**config.mk**
```make
export PLATFORM = sky130hd
export DESIGN_NAME = instruction_fetch
export DESIGN_NICKNAME = d
export VERILOG_FILES = /design/src/rtl/instruction_fetch.sv
export SDC_FILE = /design/constraint.sdc
export NUM_CORES = 1
export LEC_CHECK = 0
export BUFFER_PORTS_ARGS = -buffer_cell sky130_fd_sc_hd__buf_2
export CAP_MARGIN = 20
export CORE_ASPECT_RATIO = 1.25
export CORE_UTILIZATION = 52
export DETAILED_ROUTE_END_ITERATION = 8
export GPL_TIMING_DRIVEN = 0
export PLACE_DENSITY = 0.79
export SLEW_MARGIN = 20
export SYNTH_ARGS = -nofsm -noshare
export SYNTH_HDL_FRONTEND = slang
export SYNTH_SLANG_ARGS = --single-unit
export TNS_END_PERCENT = 5
```
**constraint.sdc**
```tcl
create_clock -name clock -period 2.9 [get_ports clock]
set_clock_uncertainty 0.05 [all_clocks]
set_input_delay 0.58 -clock clock [delete_from_list [all_inputs] [get_ports clock]]
set_output_delay 0.58 -clock clock [all_outputs]
set_load 0.02 [all_outputs]
```
**src/rtl/instruction_fetch.sv**
```systemverilog
`default_nettype none
// ============================================================================
// Module      : instruction_fetch
// Description : Fetch stage. Drives the instruction memory byte address from
//               the PC register, captures the returned word into the IF/ID
//               register, honours decode back-pressure and execute redirects,
//               and stops fetching once the PC runs past the program end.
// Revision    : 1.0 - initial release
// ============================================================================
module instruction_fetch #(
  parameter logic [31:0] RESET_PC  = 32'd0,
  parameter logic [31:0] LAST_ADDR = 32'd84
) (
  input  logic        clock,
  input  logic        reset,
  output logic [31:0] imem_address,
  input  logic [31:0] imem_instruction,
  input  logic        if_ready,
  input  logic        redirect,
  input  logic [31:0] redirect_target,
  output logic        if_valid,
  output logic [31:0] if_instruction,
  output logic [31:0] if_pc,
  output logic [31:0] if_pc_plus4,
  output logic        done,
  output logic [31:0] fetch_count
);

  localparam logic [31:0] c_pc_step    = 32'd4;
  localparam logic [31:0] c_align_mask = 32'hFFFF_FFFC;

  typedef enum logic [0:0] {
    ST_FETCH = 1'b0,
    ST_DONE  = 1'b1
  } state_t;

  state_t      r_state;
  logic [31:0] r_pc;
  logic        r_if_valid;
  logic [31:0] r_if_instruction;
  logic [31:0] r_if_pc;
  logic [31:0] r_if_pc_plus4;
  logic [31:0] r_fetch_count;

  logic [31:0] w_pc_plus4;
  logic [31:0] w_target_aligned;
  logic        w_advance;
  logic        w_deliver;

  // Next sequential PC (wraps modulo 2^32) and the word-aligned redirect
  // target; masking keeps every target bit in use while dropping the low two.
  assign w_pc_plus4       = r_pc + c_pc_step;
  assign w_target_aligned = redirect_target & c_align_mask;

  // Fetch when running and the IF/ID slot is empty or being drained;
  // a redirect in the same cycle kills the fetch of the wrong-path word.
  assign w_advance = (r_state == ST_FETCH) && (!r_if_valid || if_ready) && !redirect;
  assign w_deliver = r_if_valid && if_ready && !redirect;

  // PC, IF/ID register, delivered-instruction counter and FETCH/DONE state.
  always_ff @(posedge clock or negedge reset) begin
    if (!reset) begin
      r_state          <= ST_FETCH;
      r_pc             <= RESET_PC;
      r_if_valid       <= 1'b0;
      r_if_instruction <= 32'd0;
      r_if_pc          <= 32'd0;
      r_if_pc_plus4    <= 32'd0;
      r_fetch_count    <= 32'd0;
    end else if (redirect) begin
      // Redirect outranks stall, advance and DONE; the held word is dropped
      // without being counted.
      r_pc       <= w_target_aligned;
      r_if_valid <= 1'b0;
      r_state    <= (w_target_aligned <= LAST_ADDR) ? ST_FETCH : ST_DONE;
    end else begin
      if (w_deliver) begin
        r_fetch_count <= r_fetch_count + 32'd1;
      end
      if (w_advance) begin
        r_if_instruction <= imem_instruction;
        r_if_pc          <= r_pc;
        r_if_pc_plus4    <= w_pc_plus4;
        r_if_valid       <= 1'b1;
        r_pc             <= w_pc_plus4;
        // Capturing the last word ends the program; a wrap to 0 (only
        // possible when LAST_ADDR is the top word) keeps fetching.
        if (w_pc_plus4 > LAST_ADDR) begin
          r_state <= ST_DONE;
        end
      end else if (w_deliver) begin
        // Slot drained with nothing behind it (DONE state).
        r_if_valid <= 1'b0;
      end
    end
  end

  assign imem_address   = r_pc;
  assign if_valid       = r_if_valid;
  assign if_instruction = r_if_instruction;
  assign if_pc          = r_if_pc;
  assign if_pc_plus4    = r_if_pc_plus4;
  assign done           = (r_state == ST_DONE);
  assign fetch_count    = r_fetch_count;

endmodule
`default_nettype wire

```
==> run_summary.xml, run 1 <==
<?xml version="1.0" encoding="UTF-8"?>
<metrics>
  <group name="detailed_routing">
    <metric name="finalWirelength" unit="um">21900</metric>
    <metric name="avgRoutedWirePerCell" unit="um">17.3</metric>
    <metric name="avgViaCountPerCell" unit="">5.45</metric>
    <metric name="via_count" unit="">6877</metric>
    <metric name="drt-initial-drc-count" unit="">558</metric>
    <metric name="dr.pass1.iters" unit="">5</metric>
    <metric name="drt_drc_violations_left" unit="">0</metric>
    <metric name="ant_nets" unit="">0</metric>
  </group>
  <group name="cts">
    <metric name="tritoncts_clock_tree" unit="">yes</metric>
    <metric name="cts-root-to-sink-buffers" unit="">2</metric>
    <metric name="cts.sink_count" unit="">156</metric>
    <metric name="clkTransAtPathRegs" unit="ps">70</metric>
    <metric name="post_cts_hold_buffer_count" unit="">0</metric>
    <metric name="clkLatencyLatePin" unit="ps">430</metric>
    <metric name="ctsRootBufferMaster" unit="">sky130_fd_sc_hd__clkbuf_16</metric>
    <metric name="htreeDepth" unit="">4</metric>
    <metric name="tritoncts.num_buffers" unit="">17</metric>
  </group>
  <group name="synth">
    <metric name="synth-seq-area-share" unit="%">52.0</metric>
    <metric name="netlist_area" unit="sq um">7510</metric>
    <metric name="postSynth.topFlopCell" unit="">sky130_fd_sc_hd__dfrtp_1</metric>
    <metric name="synthCells" unit="">824</metric>
    <metric name="synth-seq-cells" unit="">156</metric>
    <metric name="synth_async_sr_flop_share" unit="%">100</metric>
    <metric name="yosys_warnings" unit="">0</metric>
    <metric name="ys_types" unit="">61</metric>
    <metric name="synth-edff-count" unit="">0</metric>
    <metric name="synthesized_area_divided_by_synthesized_cell_count" unit="sq um">9.11</metric>
  </group>
  <group name="layout">
    <metric name="mostFrequentLayoutCells" unit="">sky130_fd_sc_hd__nand2_1 (268), sky130_fd_sc_hd__buf_2 (234), sky130_fd_sc_hd__dfrtp_1 (156), sky130_fd_sc_hd__o21ai_0 (62), sky130_fd_sc_hd__xnor2_1 (58)</metric>
    <metric name="final-instance-count-excl-fill" unit="">1262</metric>
    <metric name="mostFrequentLayoutCell" unit="">sky130_fd_sc_hd__nand2_1</metric>
    <metric name="drive_above_1_share" unit="%">27.5</metric>
    <metric name="syn_to_final_growth" unit="%">26.4</metric>
    <metric name="finish.net_count" unit="">1145</metric>
    <metric name="fillers" unit="">1196</metric>
  </group>
  <group name="grt">
    <metric name="grt_max_degree" unit="">97</metric>
    <metric name="grt_first_pass_wirelength" unit="um">33400</metric>
    <metric name="met1_usage" unit="%">36.6</metric>
    <metric name="grt.overflow.total" unit="">0</metric>
    <metric name="grt_antenna_before_repair" unit="">2</metric>
    <metric name="first_global_vias" unit="">6506</metric>
    <metric name="grt.busiest_layer" unit="">met2</metric>
    <metric name="groute.layer.met2.usage" unit="%">48.6</metric>
    <metric name="global_route.usage.met3" unit="%">8.01</metric>
    <metric name="gr-usage-all-layers" unit="%">30.0</metric>
  </group>
  <group name="placed_design">
    <metric name="gp_congestion" unit="">0.939</metric>
    <metric name="buffer_ports.inserted" unit="">221</metric>
    <metric name="dp_worst_setup_slack" unit="ps">43.9</metric>
    <metric name="dpl.hpwl" unit="um">16100</metric>
    <metric name="place.detailed.instances" unit="">1226</metric>
  </group>
  <group name="worst_setup_path">
    <metric name="slowest_stage" unit="">sky130_fd_sc_hd__nor3_1</metric>
    <metric name="crit_path_max_fanout" unit="">10</metric>
    <metric name="worst_setup_path_start_kind" unit="">flop</metric>
    <metric name="critical_path.cell_chain" unit="">clkbuf_1, nand4_1, nor3_1, a31o_2, nand4_1, nor4_1, a31oi_1</metric>
    <metric name="critical_path_required" unit="ps">3150</metric>
    <metric name="crit_top_cell" unit="">sky130_fd_sc_hd__nand4_1</metric>
    <metric name="worst-endpoint-arrival" unit="ps">3020</metric>
    <metric name="endpoint_kind" unit="">flop</metric>
    <metric name="setup.worst_path.class" unit="">flop to flop</metric>
    <metric name="timing.critical_path.slowest_cell_delay" unit="ps">740</metric>
  </group>
  <group name="floorplan">
    <metric name="initial_core_util" unit="%">53.9</metric>
    <metric name="die_width" unit="um">109</metric>
    <metric name="die-height" unit="um">136</metric>
    <metric name="ios" unit="">230</metric>
    <metric name="rows" unit="">48</metric>
    <metric name="die-area" unit="sq um">14900</metric>
    <metric name="floorplan.core_area" unit="sq um">13900</metric>
  </group>
  <group name="pwr">
    <metric name="power_density" unit="nW/um^2">546</metric>
    <metric name="power.leakage" unit="uW">0.00491</metric>
    <metric name="power.ir.vdd_worst" unit="V">0.000428</metric>
  </group>
  <group name="sta">
    <metric name="clock.fmax" unit="MHz">361</metric>
    <metric name="finalCritPeriodShare" unit="%">95.6</metric>
    <metric name="timing.final.setup_violations" unit="">0</metric>
    <metric name="worst_pin_slew" unit="ps">1150</metric>
    <metric name="max_transition_viols_final" unit="">0</metric>
    <metric name="finalHoldViolations" unit="">0</metric>
    <metric name="timing.final.crit_period" unit="ps">2770</metric>
    <metric name="max_slew_margin" unit="%">22.8</metric>
    <metric name="pnr_worst_setup_slack" unit="ps">129</metric>
  </group>
  <group name="min_path">
    <metric name="path_type_of_the_worst_min_delay_path" unit="">input port to async pin</metric>
  </group>
  <group name="outcome">
    <metric name="run_status" unit="">complete, no violations</metric>
  </group>
  <group name="flow_run">
    <metric name="cap_violations" unit="">0</metric>
  </group>
</metrics>
-- registers in the layout, indices dropped and copies added, names as in the netlist --
| name | cells |
|---|---|
| if_pc | 30 |
| fetch_count | 32 |
| if_pc_plus4 | 30 |
| imem_address | 30 |
| if_instruction | 32 |
| if_valid | 1 |
| done | 1 |
-- area by class of cell --
class | count | area [sq um] | area share [%]
Multi-Input combinational cell | 605 | 3310 | 34.9
Tap cell | 175 | 219 | 2.31
Timing Repair Buffer | 224 | 1160 | 12.2
Clock buffer | 18 | 439 | 4.63
Sequential cell | 156 | 3900 | 41.1
Antenna cell | 2 | 5.00 | 0.0527
Inverter | 10 | 37.5 | 0.395
Clock inverter | 14 | 139 | 1.46
Buffer | 58 | 277 | 2.91
-- per-layer routing --
| layer | part of all wire (%) | vias up | routed length [um] |
|---|---|---|---|
| met5 | 0 | - | 0 |
| met4 | 4.1 | 0 | 897 |
| met3 | 7.5 | 68 | 1650 |
| met2 | 48 | 318 | 10600 |
| met1 | 40 | 3255 | 8720 |
| li1 | - | 3236 | - |
-- cell usage after synthesis (2+ instances only) --
cell type	instances	area [sq um]
sky130_fd_sc_hd__or3_1	4	25.0
sky130_fd_sc_hd__a41o_1	2	20.0
sky130_fd_sc_hd__nor4_4	2	42.5
sky130_fd_sc_hd__or2_2	2	12.5
sky130_fd_sc_hd__o211ai_1	3	22.5
sky130_fd_sc_hd__nand4_2	3	37.5
sky130_fd_sc_hd__a31oi_1	3	18.8
sky130_fd_sc_hd__nand2_1	268	1010
sky130_fd_sc_hd__nor2_1	31	116
sky130_fd_sc_hd__a221o_1	3	30.0
sky130_fd_sc_hd__and3_1	4	25.0
sky130_fd_sc_hd__a21oi_1	7	35.0
sky130_fd_sc_hd__nand4_1	19	119
sky130_fd_sc_hd__o211a_1	3	30.0
sky130_fd_sc_hd__nor3_1	12	60.1
sky130_fd_sc_hd__clkbuf_1	33	124
sky130_fd_sc_hd__xnor2_1	58	508
sky130_fd_sc_hd__nand3_2	2	20.0
sky130_fd_sc_hd__nand3_1	22	110
sky130_fd_sc_hd__inv_1	10	37.5
sky130_fd_sc_hd__ha_1	5	62.6
sky130_fd_sc_hd__nor2b_1	3	18.8
sky130_fd_sc_hd__buf_2	14	70.1
sky130_fd_sc_hd__o21ai_0	62	310
sky130_fd_sc_hd__dfrtp_1	156	3900
sky130_fd_sc_hd__nor4_1	11	68.8
sky130_fd_sc_hd__and4_1	7	61.3
sky130_fd_sc_hd__nor3b_1	3	22.5
sky130_fd_sc_hd__o21ai_1	4	20.0
sky130_fd_sc_hd__buf_4	9	67.6
sky130_fd_sc_hd__and2_1	4	25.0
sky130_fd_sc_hd__nand2b_1	3	18.8
sky130_fd_sc_hd__a311oi_1	2	17.5
sky130_fd_sc_hd__xor2_1	23	201
-- metrics by stage --
step	hold WS, ps	TNS [ps]	area [sq um]	util, %	power [uW]
after detailed placement	407	0	8890	63.8	3050
after global placement	403	-169700	8850	63.5	3030
after floorplan	234	0	7530	-	2760
final	28.4	0	9490	68.1	5180
after CTS	41.8	0	9470	68.0	5190
after global routing	60.5	-0.939	9490	68.1	5360
-- worst paths after layout --
| check | from | to | slack [ps] | depth (start not counted) |
|---|---|---|---|---|
| setup / recovery | imem_address[11] | done | 130 | 7 |
| hold / removal | reset | fetch_count[16] | 30 | 1 |
| setup reg to reg | imem_address[11] | done | 130 | 7 |
| hold reg to reg | if_instruction[21] | if_instruction[21] | 420 | 2 |
| max in group asynchronous | reset | done | 1920 | 2 |
| min in group clock | imem_instruction[0] | if_instruction[0] | 290 | 3 |
-- repair_timing --
item / 4_1_cts / 5_1_grt
hold endpoints to repair: 0 / 0
buffers inserted: 0 / 2
gates resized for setup: 0 / 1
endpoints found under the setup margin: 0 / 4
-- report_power, final --
part / internal, uW / leakage, uW / switching [uW]
clock network: 1220 / 0.000269 / 950
registers: 2260 / 0.00199 / 75.7
logic: 238 / 0.00265 / 441
-- worst max-delay path: cells and delay by family (launching register included) --
kind / cells / cell delay, ps
AND/OR/NAND/NOR: 4 / 1430
flip-flops: 1 / 360
AO/OA/AOI/OAI: 2 / 400
buffers and inverters: 1 / 400
-- cell families (layout without fill, tap and decap cells) --
kind of cell,after synthesis,in the layout,synth area share [%]
muxes,2,2,0.283
and+or+nand+nor,412,412,25.4
adders and majority gates,5,5,0.833
AOI/OAI and AO/OA,99,99,7.82
other,1,8,0.0499
DFF,156,156,52.0
buffers and inverters,68,324,4.18
xor gates and xnor gates,81,81,9.45
Power figures use the tool's default switching activity.
==> run 2: changes to the inputs <==
--- a/config.mk
+++ b/config.mk
@@ -11,7 +11,7 @@
 export CORE_UTILIZATION = 52
 export DETAILED_ROUTE_END_ITERATION = 8
 export GPL_TIMING_DRIVEN = 0
-export PLACE_DENSITY = 0.79
+export PLACE_DENSITY = 0.92
 export SLEW_MARGIN = 20
 export SYNTH_ARGS = -nofsm -noshare
 export SYNTH_HDL_FRONTEND = slang
==> run 2 against run 1 <==
Compared with the run above: routed wire length grew 0.79%; sequential power is essentially flat; first-iteration DRC count shrank 3.0%; power grew 3.8%; combinational power grew 0.9%; count of clock-buffer cells in the layout is the same; critical path depth grew 3; hold slack lost 21 ps; clock power grew 8%; flip-flop and latch count is the same; critical endpoint unchanged.
==> run_summary.xml, run 2 (synthesized netlist as in run 1, its figures left out) <==
<?xml version="1.0" encoding="UTF-8"?>
<metrics>
  <group name="sta">
    <metric name="hold-worst-slack" unit="ps">7.81</metric>
    <metric name="timing.final.crit_period" unit="ps">2890</metric>
    <metric name="max_slew_margin" unit="%">50.7</metric>
    <metric name="worst_pin_slew" unit="ps">732</metric>
    <metric name="finalHoldViolations" unit="">0</metric>
    <metric name="max_transition_viols_final" unit="">0</metric>
    <metric name="finalCritPeriodShare" unit="%">99.5</metric>
    <metric name="pnr_worst_setup_slack" unit="ps">13.7</metric>
    <metric name="clock.fmax" unit="MHz">346</metric>
    <metric name="timing.final.setup_violations" unit="">0</metric>
  </group>
  <group name="floorplan">
    <metric name="ios" unit="">230</metric>
    <metric name="die_width" unit="um">109</metric>
    <metric name="die-area" unit="sq um">14900</metric>
    <metric name="floorplan.core_area" unit="sq um">13900</metric>
    <metric name="rows" unit="">48</metric>
    <metric name="initial_core_util" unit="%">53.9</metric>
    <metric name="die-height" unit="um">136</metric>
  </group>
  <group name="cts">
    <metric name="tritoncts.num_buffers" unit="">17</metric>
    <metric name="cts-root-to-sink-buffers" unit="">2</metric>
    <metric name="post_cts_hold_buffer_count" unit="">0</metric>
    <metric name="clkTransAtPathRegs" unit="ps">60</metric>
    <metric name="ctsRootBufferMaster" unit="">sky130_fd_sc_hd__clkbuf_16</metric>
    <metric name="htreeDepth" unit="">4</metric>
    <metric name="cts.sink_count" unit="">156</metric>
    <metric name="tritoncts_clock_tree" unit="">yes</metric>
    <metric name="clkLatencyLatePin" unit="ps">430</metric>
  </group>
  <group name="grt">
    <metric name="met1_usage" unit="%">36.3</metric>
    <metric name="groute.layer.met2.usage" unit="%">52.0</metric>
    <metric name="grt_max_degree" unit="">100</metric>
    <metric name="first_global_vias" unit="">6535</metric>
    <metric name="global_route.usage.met3" unit="%">7.77</metric>
    <metric name="gr-usage-all-layers" unit="%">30.5</metric>
    <metric name="grt_antenna_before_repair" unit="">3</metric>
    <metric name="grt.overflow.total" unit="">0</metric>
    <metric name="grt_first_pass_wirelength" unit="um">33900</metric>
    <metric name="grt.busiest_layer" unit="">met2</metric>
  </group>
  <group name="worst_setup_path">
    <metric name="worst-endpoint-arrival" unit="ps">3130</metric>
    <metric name="setup.reg_to_reg.worst_slack" unit="ps">10</metric>
    <metric name="worstReg2RegEnd" unit="">done</metric>
    <metric name="worst_setup_path_start_kind" unit="">flop</metric>
    <metric name="worstReg2RegStart" unit="">imem_address[2]</metric>
    <metric name="endpoint_kind" unit="">flop</metric>
    <metric name="setup.worst_path.class" unit="">flop to flop</metric>
    <metric name="r2r_cells" unit="">10</metric>
    <metric name="crit_path_max_fanout" unit="">10</metric>
    <metric name="critical_path_required" unit="ps">3140</metric>
  </group>
  <group name="detailed_routing">
    <metric name="dr.pass1.iters" unit="">5</metric>
    <metric name="finalWirelength" unit="um">22100</metric>
    <metric name="avgViaCountPerCell" unit="">5.48</metric>
    <metric name="drt-initial-drc-count" unit="">541</metric>
    <metric name="ant_nets" unit="">0</metric>
    <metric name="via_count" unit="">6933</metric>
    <metric name="avgRoutedWirePerCell" unit="um">17.4</metric>
    <metric name="drt_drc_violations_left" unit="">0</metric>
  </group>
  <group name="flow_run">
    <metric name="cap_violations" unit="">0</metric>
  </group>
  <group name="layout">
    <metric name="mostFrequentLayoutCell" unit="">sky130_fd_sc_hd__nand2_1</metric>
    <metric name="multi_input_area" unit="sq um">3320</metric>
    <metric name="finish.utilization" unit="%">68.6</metric>
    <metric name="post_route_cell_area" unit="sq um">9550</metric>
    <metric name="finish.net_count" unit="">1146</metric>
    <metric name="drive_above_1_share" unit="%">27.7</metric>
    <metric name="syn_to_final_growth" unit="%">27.2</metric>
    <metric name="register_area" unit="sq um">3910</metric>
    <metric name="fillers" unit="">1069</metric>
    <metric name="mostFrequentLayoutCells" unit="">sky130_fd_sc_hd__nand2_1 (268), sky130_fd_sc_hd__buf_2 (234), sky130_fd_sc_hd__dfrtp_1 (154), sky130_fd_sc_hd__o21ai_0 (62), sky130_fd_sc_hd__xnor2_1 (58)</metric>
  </group>
  <group name="pwr">
    <metric name="power.ir.vdd_worst" unit="V">0.000409</metric>
    <metric name="power.leakage" unit="uW">0.00494</metric>
    <metric name="power_density" unit="nW/um^2">563</metric>
  </group>
  <group name="placed_design">
    <metric name="gp_congestion" unit="">0.994</metric>
    <metric name="post_dp_area" unit="sq um">8890</metric>
    <metric name="dp_worst_setup_slack" unit="ps">28.5</metric>
    <metric name="buffer_ports.inserted" unit="">221</metric>
    <metric name="dpl.hpwl" unit="um">16300</metric>
  </group>
  <group name="min_path">
    <metric name="path_type_of_the_worst_min_delay_path" unit="">input port to async pin</metric>
  </group>
  <group name="outcome">
    <metric name="run_status" unit="">complete, no violations</metric>
  </group>
</metrics>
## run 2: repair_timing
item                       4_1_cts  5_1_grt
setup endpoints to repair        0        4
setup buffers                    0        3
gates resized for setup          0        3
## run 2: through the flow
step / power (uW) / setup TNS [ps] / cells
2_1_floorplan: 2760 / 0 / 829
3_3_place_gp: 3030 / -158510 / 1225
3_5_place_dp: 3050 / 0 / 1226
4_1_cts: 5390 / 0 / 1258
5_1_grt: 5560 / -51.2 / 1262
6_report: 5380 / 0 / 1264
## run 2: power breakdown
part | total [uW] | switching [uW] | internal, uW
clock network | 2350 | 913 | 1440
registers | 2340 | 78.2 | 2270
logic | 685 | 446 | 238
total | 5380 | 1440 | 3950
## run 2: area by class of cell
cell class	count	area share, %
Buffer	58	2.89
Multi-Input combinational cell	605	34.7
Sequential cell	156	40.9
Timing Repair Buffer	225	12.2
Inverter	10	0.393
Antenna cell	3	0.0786
Clock buffer	18	4.49
Clock inverter	14	2.02
Tap cell	175	2.29
## run 2: metal layers
metal / vias up / routed length [um]
met2: 354 / 11100
met5: - / 11
li1: 3239 / -
met4: 2 / 691
met1: 3270 / 8410
met3: 68 / 1880
## run 2: worst max-delay path by stage
stage,startpoint,end,depth (start not counted),slack (ps)
final,imem_address[2],done,10,10
after global routing,imem_address[8],done,8,-50
after CTS,imem_address[2],done,9,20
after detailed placement,imem_address[2],done,9,30
after global placement,reset,if_pc_plus4[6],1,-1030
after floorplan,imem_address[2],done,9,400
## run 2: critical path, cell delays in order (launching register included)
cell and delay [ps]:
sky130_fd_sc_hd__dfrtp_2 460, sky130_fd_sc_hd__ha_1 160, sky130_fd_sc_hd__buf_2 200, sky130_fd_sc_hd__nand3_1 220, sky130_fd_sc_hd__or3_1 390, sky130_fd_sc_hd__clkbuf_1 160
sky130_fd_sc_hd__nor2_1 140, sky130_fd_sc_hd__xnor2_1 230, sky130_fd_sc_hd__o211ai_1 220, sky130_fd_sc_hd__nor4_1 350, sky130_fd_sc_hd__a31oi_1 150
==> run 3: changes to the inputs <==
--- a/config.mk
+++ b/config.mk
@@ -5,13 +5,13 @@
 export SDC_FILE = /design/constraint.sdc
 export NUM_CORES = 1
 export LEC_CHECK = 0
-export BUFFER_PORTS_ARGS = -buffer_cell sky130_fd_sc_hd__buf_2
 export CAP_MARGIN = 20
 export CORE_ASPECT_RATIO = 1.25
-export CORE_UTILIZATION = 52
+export CORE_UTILIZATION = 64
 export DETAILED_ROUTE_END_ITERATION = 8
+export DONT_BUFFER_PORTS = 1
 export GPL_TIMING_DRIVEN = 0
-export PLACE_DENSITY = 0.92
+export PLACE_DENSITY = 0.91
 export SLEW_MARGIN = 20
 export SYNTH_ARGS = -nofsm -noshare
 export SYNTH_HDL_FRONTEND = slang
==> run 3 against run 2 <==
Compared with the run above: the run now ends with hold timing left; count of clock-buffer cells in the layout increased by 2; core utilization increased by 5.7 points; clock power decreased by 6%; design area decreased by 13%; routed wire length decreased by 7.6%; sequential share of layout area increased by 5.9 points; critical endpoint unchanged; largest power group is now registers; highest routed layer is now met4.
==> run_summary.xml, run 3 (synthesized netlist as in run 1, its figures left out) <==
<?xml version="1.0" encoding="UTF-8"?>
<metrics>
  <group name="flow_run">
    <metric name="cap_violations" unit="">0</metric>
  </group>
  <group name="pwr">
    <metric name="power.leakage" unit="uW">0.00392</metric>
    <metric name="power.ir.vdd_worst" unit="V">0.000401</metric>
    <metric name="power_density" unit="nW/um^2">608</metric>
  </group>
  <group name="worst_setup_path">
    <metric name="endpoint_kind" unit="">flop</metric>
    <metric name="crit_path_max_fanout" unit="">8</metric>
    <metric name="r2r_cells" unit="">8</metric>
    <metric name="critical_path.endpoint" unit="">done</metric>
    <metric name="worst_setup_path_start_kind" unit="">flop</metric>
    <metric name="setup.reg_to_reg.worst_slack" unit="ps">40</metric>
    <metric name="worst-endpoint-arrival" unit="ps">3100</metric>
    <metric name="cp-startpoint" unit="">imem_address[15]</metric>
    <metric name="setup.worst_path.class" unit="">flop to flop</metric>
    <metric name="worstReg2RegEnd" unit="">done</metric>
    <metric name="critical_path_required" unit="ps">3130</metric>
    <metric name="worstReg2RegStart" unit="">imem_address[15]</metric>
  </group>
  <group name="floorplan">
    <metric name="ios" unit="">230</metric>
    <metric name="initial_core_util" unit="%">66.8</metric>
    <metric name="die_width" unit="um">98.9</metric>
    <metric name="floorplan.core_area" unit="sq um">11200</metric>
    <metric name="die-height" unit="um">123</metric>
    <metric name="rows" unit="">43</metric>
    <metric name="die-area" unit="sq um">12200</metric>
  </group>
  <group name="sta">
    <metric name="clock.fmax" unit="MHz">350</metric>
    <metric name="finalHoldViolations" unit="">156</metric>
    <metric name="worst_pin_slew" unit="ps">690</metric>
    <metric name="max_slew_margin" unit="%">53.7</metric>
    <metric name="finalCritPeriodShare" unit="%">98.7</metric>
    <metric name="hold-worst-slack" unit="ps">-192</metric>
    <metric name="timing.final.crit_period" unit="ps">2860</metric>
    <metric name="timing.final.setup_violations" unit="">0</metric>
    <metric name="max_transition_viols_final" unit="">0</metric>
    <metric name="pnr_worst_setup_slack" unit="ps">38.8</metric>
    <metric name="final.setup.tns" unit="ps">0</metric>
  </group>
  <group name="min_path">
    <metric name="path_type_of_the_worst_min_delay_path" unit="">input port to async pin</metric>
  </group>
  <group name="cts">
    <metric name="cts.sink_count" unit="">156</metric>
    <metric name="tritoncts.num_buffers" unit="">17</metric>
    <metric name="clkTransAtPathRegs" unit="ps">70</metric>
    <metric name="ctsRootBufferMaster" unit="">sky130_fd_sc_hd__clkbuf_16</metric>
    <metric name="cts-root-to-sink-buffers" unit="">2</metric>
    <metric name="htreeDepth" unit="">4</metric>
    <metric name="tritoncts_clock_tree" unit="">yes</metric>
    <metric name="clkLatencyLatePin" unit="ps">420</metric>
  </group>
  <group name="outcome">
    <metric name="violated_checks" unit="">hold timing</metric>
    <metric name="run_status" unit="">complete, but fails checks</metric>
  </group>
  <group name="grt">
    <metric name="first_global_vias" unit="">6034</metric>
    <metric name="grt_first_pass_wirelength" unit="um">31300</metric>
    <metric name="grt.overflow.total" unit="">0</metric>
    <metric name="grt_max_degree" unit="">157</metric>
    <metric name="grt_antenna_before_repair" unit="">0</metric>
    <metric name="gr-usage-all-layers" unit="%">34.0</metric>
  </group>
  <group name="detailed_routing">
    <metric name="drt_drc_violations_left" unit="">0</metric>
    <metric name="via_count" unit="">6215</metric>
    <metric name="avgRoutedWirePerCell" unit="um">20.4</metric>
    <metric name="avgViaCountPerCell" unit="">6.22</metric>
    <metric name="finalWirelength" unit="um">20400</metric>
    <metric name="ant_nets" unit="">0</metric>
    <metric name="dr.pass1.iters" unit="">7</metric>
    <metric name="drt-initial-drc-count" unit="">551</metric>
  </group>
  <group name="layout">
    <metric name="insertedDiodeCount" unit="">0</metric>
    <metric name="drive_above_1_share" unit="%">9.95</metric>
    <metric name="mostFrequentLayoutCells" unit="">sky130_fd_sc_hd__nand2_1 (268), sky130_fd_sc_hd__dfrtp_1 (154), sky130_fd_sc_hd__o21ai_0 (62), sky130_fd_sc_hd__xnor2_1 (58), sky130_fd_sc_hd__clkbuf_1 (33)</metric>
    <metric name="mostFrequentLayoutCell" unit="">sky130_fd_sc_hd__nand2_1</metric>
    <metric name="finish.net_count" unit="">924</metric>
    <metric name="syn_to_final_growth" unit="%">11.3</metric>
    <metric name="post_route_cell_area" unit="sq um">8360</metric>
  </group>
  <group name="placed_design">
    <metric name="buffer_ports.inserted" unit="">0</metric>
    <metric name="post_dp_area" unit="sq um">7700</metric>
    <metric name="gp_congestion" unit="">0.959</metric>
    <metric name="dpl.hpwl" unit="um">14600</metric>
    <metric name="dp_worst_setup_slack" unit="ps">-312</metric>
  </group>
</metrics>
-- run 3: cell count changes in the layout (fill, tap and decap cells not counted), sizes merged --
cell      change
buf         -223
clkbuf        +3
diode         -3
bufinv        -2
clkinv        -2
clkinvlp      +1
inv           +1
-- run 3: worst min-delay path by stage --
stage | endpoint | slack, ps | depth (start not counted)
2_1_floorplan | done | 230 | 0
3_3_place_gp | fetch_count[15] | 240 | 0
3_5_place_dp | fetch_count[16] | 240 | 0
4_1_cts | imem_address[8] | -200 | 0
5_1_grt | fetch_count[16] | -210 | 0
6_report | fetch_count[16] | -190 | 0
-- run 3: area by class of cell --
cell class	instances	area [sq um]
sequential	156	3910
multi-input combinational	605	3350
fill	799	2890
clock buffer	20	457
buffer	58	280
tap	135	169
clock inverter	12	138
inverter	10	37.5
timing repair buffer	3	22.5
-- run 3: through the flow --
step                cells  hold WS (ps)  power [uW]  utilization (%)
floorplan             829           234        2760                -
global placement      964           237        2860             68.4
detailed placement    964           237        2880             68.4
CTS                   999          -203        5080             74.0
global route          999          -209        5220             74.3
finish                999          -192        5080             74.3
-- run 3: timing repair --
action	CTS	global route
hold endpoints to repair	156	156
pin swaps	1	0
resized for setup	3	9
setup buffers	3	0
setup endpoints to repair	2	1
-- run 3: critical path, stage by stage (launching register included) --
cell and delay, ps:
sky130_fd_sc_hd__dfrtp_1 480, sky130_fd_sc_hd__buf_2 260, sky130_fd_sc_hd__nand4_2 260, sky130_fd_sc_hd__nor4_2 680
sky130_fd_sc_hd__nand3_1 170, sky130_fd_sc_hd__xor2_1 220, sky130_fd_sc_hd__o211ai_1 190, sky130_fd_sc_hd__nor4_2 270
sky130_fd_sc_hd__a31oi_1 140
-- run 3: power by group --
group          internal, uW  switching (uW)
Combinational           144             234
Sequential             2260             218
Clock                  1320             900
-- run 3: metal layers --
layer  up-vias  GRT usage, %  share of wire, %
li1       2784             -                 -
met1      2958          38.1                35
met2       405          59.0                50
met3        68          11.0                11
met4         0          16.1               3.8
met5         -             0                 0
